==> src/rtl/irq_pkg.sv <==
// rtl/irq_pkg.sv - shared constants and nest-stack entry type for the nested IRQ controller
package irq_pkg;

  localparam logic [31:0] IRQ_CAUSE_BASE = 32'h8000_0010;
  localparam int          IDX_W          = 5;
  localparam int          PRIO_MAX_W     = 8;

  // Entries are stored at fixed width so the package stays independent of instance parameters.
  typedef struct packed {
    logic [IDX_W-1:0]      idx;
    logic [PRIO_MAX_W-1:0] prio;
  } stack_entry_t;

endpackage

==> src/rtl/nested_irq_controller_if.sv <==
// rtl/nested_irq_controller_if.sv - core-facing request/trap bundle of the nested IRQ controller
interface nested_irq_controller_if #(
  parameter int N_IRQ      = 16,
  parameter int PRIO_W     = 2,
  parameter int NEST_DEPTH = 4
);
  localparam int DEPTH_W = $clog2(NEST_DEPTH + 1);

  logic                      exception_i;
  logic [N_IRQ-1:0]          irq_req_i;
  logic [N_IRQ-1:0]          mie_i;
  logic [N_IRQ*PRIO_W-1:0]   irq_prio_i;
  logic                      mret_i;
  logic                      irq_o;
  logic [N_IRQ-1:0]          irq_ret_o;
  logic [31:0]               irq_cause_o;
  logic [DEPTH_W-1:0]        irq_depth_o;

  modport master (
    output exception_i, irq_req_i, mie_i, irq_prio_i, mret_i,
    input  irq_o, irq_ret_o, irq_cause_o, irq_depth_o
  );

  modport slave (
    input  exception_i, irq_req_i, mie_i, irq_prio_i, mret_i,
    output irq_o, irq_ret_o, irq_cause_o, irq_depth_o
  );

endinterface

==> src/rtl/irq_prio_arbiter.sv <==
// rtl/irq_prio_arbiter.sv - picks the most urgent masked source strictly above the current level
module irq_prio_arbiter
  import irq_pkg::*;
#(
  parameter int N_IRQ  = 16,
  parameter int PRIO_W = 2
) (
  input  logic [N_IRQ-1:0]        masked_i,
  input  logic [N_IRQ*PRIO_W-1:0] prio_i,
  input  logic                    level_vld_i,
  input  logic [PRIO_MAX_W-1:0]   level_i,
  output logic                    valid_o,
  output logic [IDX_W-1:0]        idx_o,
  output logic [PRIO_MAX_W-1:0]   prio_o
);

  logic [PRIO_MAX_W-1:0] p;

  // Ascending scan with a strict compare keeps the lowest index on ties.
  always_comb begin
    valid_o = 1'b0;
    idx_o   = '0;
    prio_o  = '0;
    p       = '0;
    for (int k = 0; k < N_IRQ; k++) begin
      p = PRIO_MAX_W'(prio_i[k*PRIO_W +: PRIO_W]);
      if (masked_i[k] && (!level_vld_i || (p > level_i)) && (!valid_o || (p > prio_o))) begin
        valid_o = 1'b1;
        idx_o   = IDX_W'(k);
        prio_o  = p;
      end
    end
  end

endmodule

==> src/rtl/nested_irq_controller.sv <==
// rtl/nested_irq_controller.sv - priority-nesting interrupt controller with trap/return stack
module nested_irq_controller
  import irq_pkg::*;
#(
  parameter int N_IRQ      = 16,
  parameter int PRIO_W     = 2,
  parameter int NEST_DEPTH = 4
) (
  input  logic                   clk_i,
  input  logic                   rst_ni,
  nested_irq_controller_if.slave bus
);

  localparam int DEPTH_W = $clog2(NEST_DEPTH + 1);

  stack_entry_t          stack_q [NEST_DEPTH];
  stack_entry_t          stack_d [NEST_DEPTH];
  stack_entry_t          top_e;
  logic [DEPTH_W-1:0]    depth_q, depth_d;
  logic                  exc_q, exc_d;
  logic                  irq_q, irq_d;
  logic [N_IRQ-1:0]      ret_q, ret_d;
  logic [31:0]           cause_q, cause_d;

  logic [N_IRQ-1:0]      masked;
  logic                  level_vld;
  logic                  win_vld;
  logic [IDX_W-1:0]      win_idx;
  logic [PRIO_MAX_W-1:0] win_prio;
  logic                  exc_blk;
  logic                  do_pop;
  logic                  do_acc;

  assign masked    = bus.irq_req_i & bus.mie_i;
  assign level_vld = (depth_q != '0);

  always_comb begin
    top_e = '0;
    for (int i = 0; i < NEST_DEPTH; i++) begin
      if (DEPTH_W'(i + 1) == depth_q) top_e = stack_q[i];
    end
  end

  irq_prio_arbiter #(
    .N_IRQ  (N_IRQ),
    .PRIO_W (PRIO_W)
  ) u_arb (
    .masked_i    (masked),
    .prio_i      (bus.irq_prio_i),
    .level_vld_i (level_vld),
    .level_i     (top_e.prio),
    .valid_o     (win_vld),
    .idx_o       (win_idx),
    .prio_o      (win_prio)
  );

  // A live or held exception freezes the stack; mret always outranks a new accept.
  assign exc_blk = bus.exception_i | exc_q;
  assign do_pop  = bus.mret_i & ~exc_blk & level_vld;
  assign do_acc  = win_vld & ~exc_blk & ~bus.mret_i & (depth_q != DEPTH_W'(NEST_DEPTH));

  always_comb begin
    exc_d   = exc_q;
    stack_d = stack_q;
    depth_d = depth_q;
    irq_d   = 1'b0;
    ret_d   = '0;
    cause_d = cause_q;
    if (bus.exception_i) begin
      exc_d = 1'b1;
    end else if (bus.mret_i) begin
      exc_d = 1'b0;
    end
    if (do_pop) begin
      depth_d = depth_q - DEPTH_W'(1);
      for (int k = 0; k < N_IRQ; k++) begin
        ret_d[k] = (top_e.idx == IDX_W'(k));
      end
    end else if (do_acc) begin
      for (int i = 0; i < NEST_DEPTH; i++) begin
        if (DEPTH_W'(i) == depth_q) stack_d[i] = '{idx: win_idx, prio: win_prio};
      end
      depth_d = depth_q + DEPTH_W'(1);
      irq_d   = 1'b1;
      cause_d = IRQ_CAUSE_BASE + 32'(win_idx);
    end
  end

  always_ff @(posedge clk_i or negedge rst_ni) begin
    if (!rst_ni) begin
      for (int i = 0; i < NEST_DEPTH; i++) stack_q[i] <= '0;
      depth_q <= '0;
      exc_q   <= 1'b0;
      irq_q   <= 1'b0;
      ret_q   <= '0;
      cause_q <= '0;
    end else begin
      stack_q <= stack_d;
      depth_q <= depth_d;
      exc_q   <= exc_d;
      irq_q   <= irq_d;
      ret_q   <= ret_d;
      cause_q <= cause_d;
    end
  end

  assign bus.irq_o       = irq_q;
  assign bus.irq_ret_o   = ret_q;
  assign bus.irq_cause_o = cause_q;
  assign bus.irq_depth_o = depth_q;

endmodule

==> src/flat_wrapper.sv <==
// flat-port wrapper written by rule: the top's interface ports become plain ports
module nested_irq_controller_flat import irq_pkg::*;
#(
  parameter int N_IRQ      = 16,
  parameter int PRIO_W     = 2,
  parameter int NEST_DEPTH = 4
)
  (clk_i, rst_ni, bus_exception_i, bus_irq_req_i, bus_mie_i, bus_irq_prio_i, bus_mret_i, bus_irq_o, bus_irq_ret_o, bus_irq_cause_o, bus_irq_depth_o);
  nested_irq_controller_if #(.N_IRQ(N_IRQ), .PRIO_W(PRIO_W), .NEST_DEPTH(NEST_DEPTH)) bus_i ();
  input  logic clk_i;
  input  logic rst_ni;
  input wire logic [$bits(bus_i.exception_i)-1:0] bus_exception_i;
  input wire logic [$bits(bus_i.irq_req_i)-1:0] bus_irq_req_i;
  input wire logic [$bits(bus_i.mie_i)-1:0] bus_mie_i;
  input wire logic [$bits(bus_i.irq_prio_i)-1:0] bus_irq_prio_i;
  input wire logic [$bits(bus_i.mret_i)-1:0] bus_mret_i;
  output wire logic [$bits(bus_i.irq_o)-1:0] bus_irq_o;
  output wire logic [$bits(bus_i.irq_ret_o)-1:0] bus_irq_ret_o;
  output wire logic [$bits(bus_i.irq_cause_o)-1:0] bus_irq_cause_o;
  output wire logic [$bits(bus_i.irq_depth_o)-1:0] bus_irq_depth_o;
  assign bus_i.exception_i = bus_exception_i;
  assign bus_i.irq_req_i = bus_irq_req_i;
  assign bus_i.mie_i = bus_mie_i;
  assign bus_i.irq_prio_i = bus_irq_prio_i;
  assign bus_i.mret_i = bus_mret_i;
  assign bus_irq_o = bus_i.irq_o;
  assign bus_irq_ret_o = bus_i.irq_ret_o;
  assign bus_irq_cause_o = bus_i.irq_cause_o;
  assign bus_irq_depth_o = bus_i.irq_depth_o;
  nested_irq_controller #(.N_IRQ(N_IRQ), .PRIO_W(PRIO_W), .NEST_DEPTH(NEST_DEPTH)) u_core (.clk_i(clk_i), .rst_ni(rst_ni), .bus(bus_i));
endmodule
==> config.mk <==
export PLATFORM = sky130hd
export DESIGN_NAME = nested_irq_controller_flat
export DESIGN_NICKNAME = d
export VERILOG_FILES = /design/src/rtl/irq_pkg.sv /design/src/rtl/nested_irq_controller_if.sv /design/src/rtl/irq_prio_arbiter.sv /design/src/rtl/nested_irq_controller.sv /design/src/flat_wrapper.sv
export SDC_FILE = /design/constraint.sdc
export NUM_CORES = 1
export LEC_CHECK = 0
export CELL_PAD_IN_SITES_DETAIL_PLACEMENT = 0
export CELL_PAD_IN_SITES_GLOBAL_PLACEMENT = 2
export CORE_MARGIN = 2
export CORE_UTILIZATION = 36
export CTS_BUF_LIST = sky130_fd_sc_hd__clkbuf_4
export DETAILED_ROUTE_END_ITERATION = 10
export HOLD_SLACK_MARGIN = 0.05
export PLACE_DENSITY = 0.95
export SYNTH_ARGS = -nofsm -noshare
export SYNTH_HDL_FRONTEND = slang
export SYNTH_HIERARCHICAL = 1
export SYNTH_SLANG_ARGS = --single-unit
==> constraint.sdc <==
create_clock -name clk_i -period 31.9 [get_ports clk_i]
set_input_delay 3.19 -clock clk_i [delete_from_list [all_inputs] [get_ports clk_i]]
set_output_delay 3.19 -clock clk_i [all_outputs]
set_load 0.005 [all_outputs]
==> impl_results.md <==
- Num CTS Buffers: 9
- Endpoints failing hold: 0
- Core ar.: 18,100 sq um
- Setup_tns: 0 ps
- Top post-synthesis cells by area: dfrtp_1 30%, ha_1 12%, mux2_2 9.4%
- Worst setup SP type: input port
- Critical path endpoint category: flop
- Area share of the largest cell type after synthesis: 0.299
- Vias in the first global route: 5,532
- Worst Path Arrival: 25,290 ps
- Placed cells: 1,053
- Crit Path Max Fanout: 9
- Status: completed
- Post-Syn Area: 6700 sq um
- Hold slack: 493 ps
- Post-synth top cells: 83 x nand2_1, 80 x dfrtp_1, 62 x ha_1
- Largest net degree at the start of global routing: 81
- HP Class: reg -> reg
- Slew headroom: 0.341
- PwrDens: 120 nW/um^2
- Initial Util: 0.371
- Die Area: 19,700 sq um
- Worst Hold Depth: 1
- First-pass GRT wire length: 28.1 mm
- Yosys warns: 6
- Fraction of layout cells with a size suffix above 1: 0.127
- R2R depth: 117
- Buffers on Ports: 94
- Finished Core Util: 0.437
- Die Height: 140 um
- Worst vdd ir: 0.0564 mV
- Final setup fails: 0
- Clock slew at reported path FFs: 140 ps
- Row count: 49
- Grt total ovfl: 0
- Top cell by count, worst path: ha_1
- Post-route worst setup slack: 6910 ps
- Slew Limit Fails: 0
- Antenna violations before repair: 0
- Nets: 965
- Tmin final: 24,990 ps
- CTS tree: done
- H-tree lvl count: 3
- Total wire length: 17.4 mm
- GRT Total Usage: 0.175
- Syn Inst Count: 741
- Initial DRT Pass Iterations: 5
- Post-CTS sizing: 0
- DRC: 0
- Fin crit share: 0.783
- Flops & latches, synth: 80
- WHS Endpoint: u_core/bus.irq_cause_o[31]
- Pre-CTS setup slack: 6680 ps
- CP peak stage delay: 470 ps
- Reg-to-reg endpoint: u_core/stack_q[22]
- Worst Path Required: 32,210 ps
- Sequential area share after synthesis: 0.299
- Hold_buf cts: 0
- DRT antenna net count: 0
- Fillcell total: 1,747
- Syn Area/Cell: 9.05 sq um
- Diode count: 0
- DP Wirelength: 13.1 mm
- Area grow syn2layout: 17.8%
- Most numerous cell in the Yosys netlist: nand2_1
- I/O pins: 120
- Critical path type: in -> reg
- Number of flops mapped to enable cells by yosys: 0
- FMAX: 40.0 MHz
- Synth Flop Type: dfrtp_1
- Clock Skews: 15.4 ps
- Clock latency on the worst-skew pair: 420 ps
- Yosys top cell by area: dfrtp_1
- Least-Margin Pin Slew: 989 ps
- Root buf cell: clkbuf_4
- Max-cap violation count: 0
- Via count: 5,675
- Post-CTS setup buffer count: 0
- 1st-iter DRT viols: 290
- WL per Instance: 16.3 um
- Hold Startpoint: u_core/bus.irq_cause_o[31]
- RD Place Congestion: 0.873
- TritonCTS Sinks: 80
- Post-route insts no fill: 1,069
- RSZ-0062 raised after global routing: no
- Library cells used by synthesis: 85
- Leakage: 3.61 nW
- Vias/cell: 5.31
- RR Startpoint: u_core/bus.irq_depth_o[2]
- Die Wd: 140 um
- Reg-to-reg setup timing slack: 7650 ps
- Critical path's slowest cell: clkdlybuf4s50_1
- FFs w/ async S/R, synth: 1.00
- Clock Tree Buf Depth: 2
==> per-layer routing <==
| layer | part of all wire | routed length [um] | GRT usage | up-vias |
|---|---|---|---|---|
| met5 | 0 | 0 | 0 | - |
| met4 | 0.014 | 250 | 0.0505 | 0 |
| met3 | 0.040 | 691 | 0.0212 | 21 |
| met2 | 0.47 | 8210 | 0.296 | 145 |
| met1 | 0.47 | 8260 | 0.238 | 2680 |
| li1 | - | - | - | 2829 |
==> cells in the final DEF, fill, tap and decap left out, types with 32 or more instances in the layout <==
master,synthesis,routed
nand2_1,83,83
nor2_1,53,53
dfrtp_1,80,80
clkdlybuf4s50_1,0,93
a21oi_1,34,34
ha_1,62,62
o21ai_0,39,38
conb_1,2,32
mux2_2,56,56
inv_1,41,41
==> final cells by class <==
cell class                 count  area, sq um  area share
multi-input combinational    600         4330       0.548
sequential                    80         2000       0.254
timing repair buffer         102          998       0.126
tap                          229          287      0.0363
inverter                      42          158      0.0200
clock buffer                   9         67.6     0.00856
clock inverter                 7         58.8     0.00745
==> power breakdown <==
part / switching [W] / internal (W) / total, W
combinational: 0.000440 / 0.000295 / 0.000736
sequential: 0.0000213 / 0.000135 / 0.000157
clock: 0.0000380 / 0.0000174 / 0.0000553
total: 0.000500 / 0.000448 / 0.000948
==> stage by stage <==
step | instance area (sq um) | power, W
2_1_floorplan | 6820 | 0.000697
3_3_place_gp | 7770 | 0.000881
3_5_place_dp | 7770 | 0.000885
4_1_cts | 7900 | 0.000944
5_1_grt | 7900 | 0.00105
6_report | 7900 | 0.000948
==> critical path, delay by kind of cell <==
| family | cells | cell delay, ps |
|---|---|---|
| buffers and inverters | 7 | 1020 |
| and+or+nand+nor | 36 | 5330 |
| adders and majority gates | 16 | 4280 |
| AOI/OAI and AO/OA | 46 | 9210 |
| muxes | 6 | 2220 |
==> state kept, by name, summed over array words and instances (netlist names) <==
name,cells
u_core/bus.irq_o,1
u_core/bus.irq_cause_o,7
u_core/bus.irq_ret_o,16
u_core/bus.irq_depth_o,3
u_core/stack_q,52
u_core/exc_q,1
==> how the worst max path moves through the flow <==
stage | startpoint | depth (start not counted) | to | slack (ps)
2_1_floorplan | bus_irq_prio_i[1] | 108 | u_core/stack_q[10] | 9660
3_3_place_gp | bus_irq_prio_i[0] | 111 | u_core/stack_q[36] | 6970
3_5_place_dp | bus_irq_prio_i[0] | 111 | u_core/stack_q[22] | 6680
4_1_cts | bus_irq_prio_i[0] | 111 | u_core/stack_q[22] | 7070
5_1_grt | bus_irq_prio_i[0] | 111 | u_core/stack_q[22] | 4810
6_report | bus_irq_prio_i[0] | 111 | u_core/stack_q[22] | 6910
==> kinds of logic after synthesis <==
kind of cell	synth area share
xor+xnor	0.00131
mux	0.0993
buf+inv	0.0728
flops	0.299
compound gates	0.229
other cells	0.00112
simple gates	0.182
fa+ha+maj	0.116
Power figures use the tool's default switching activity.
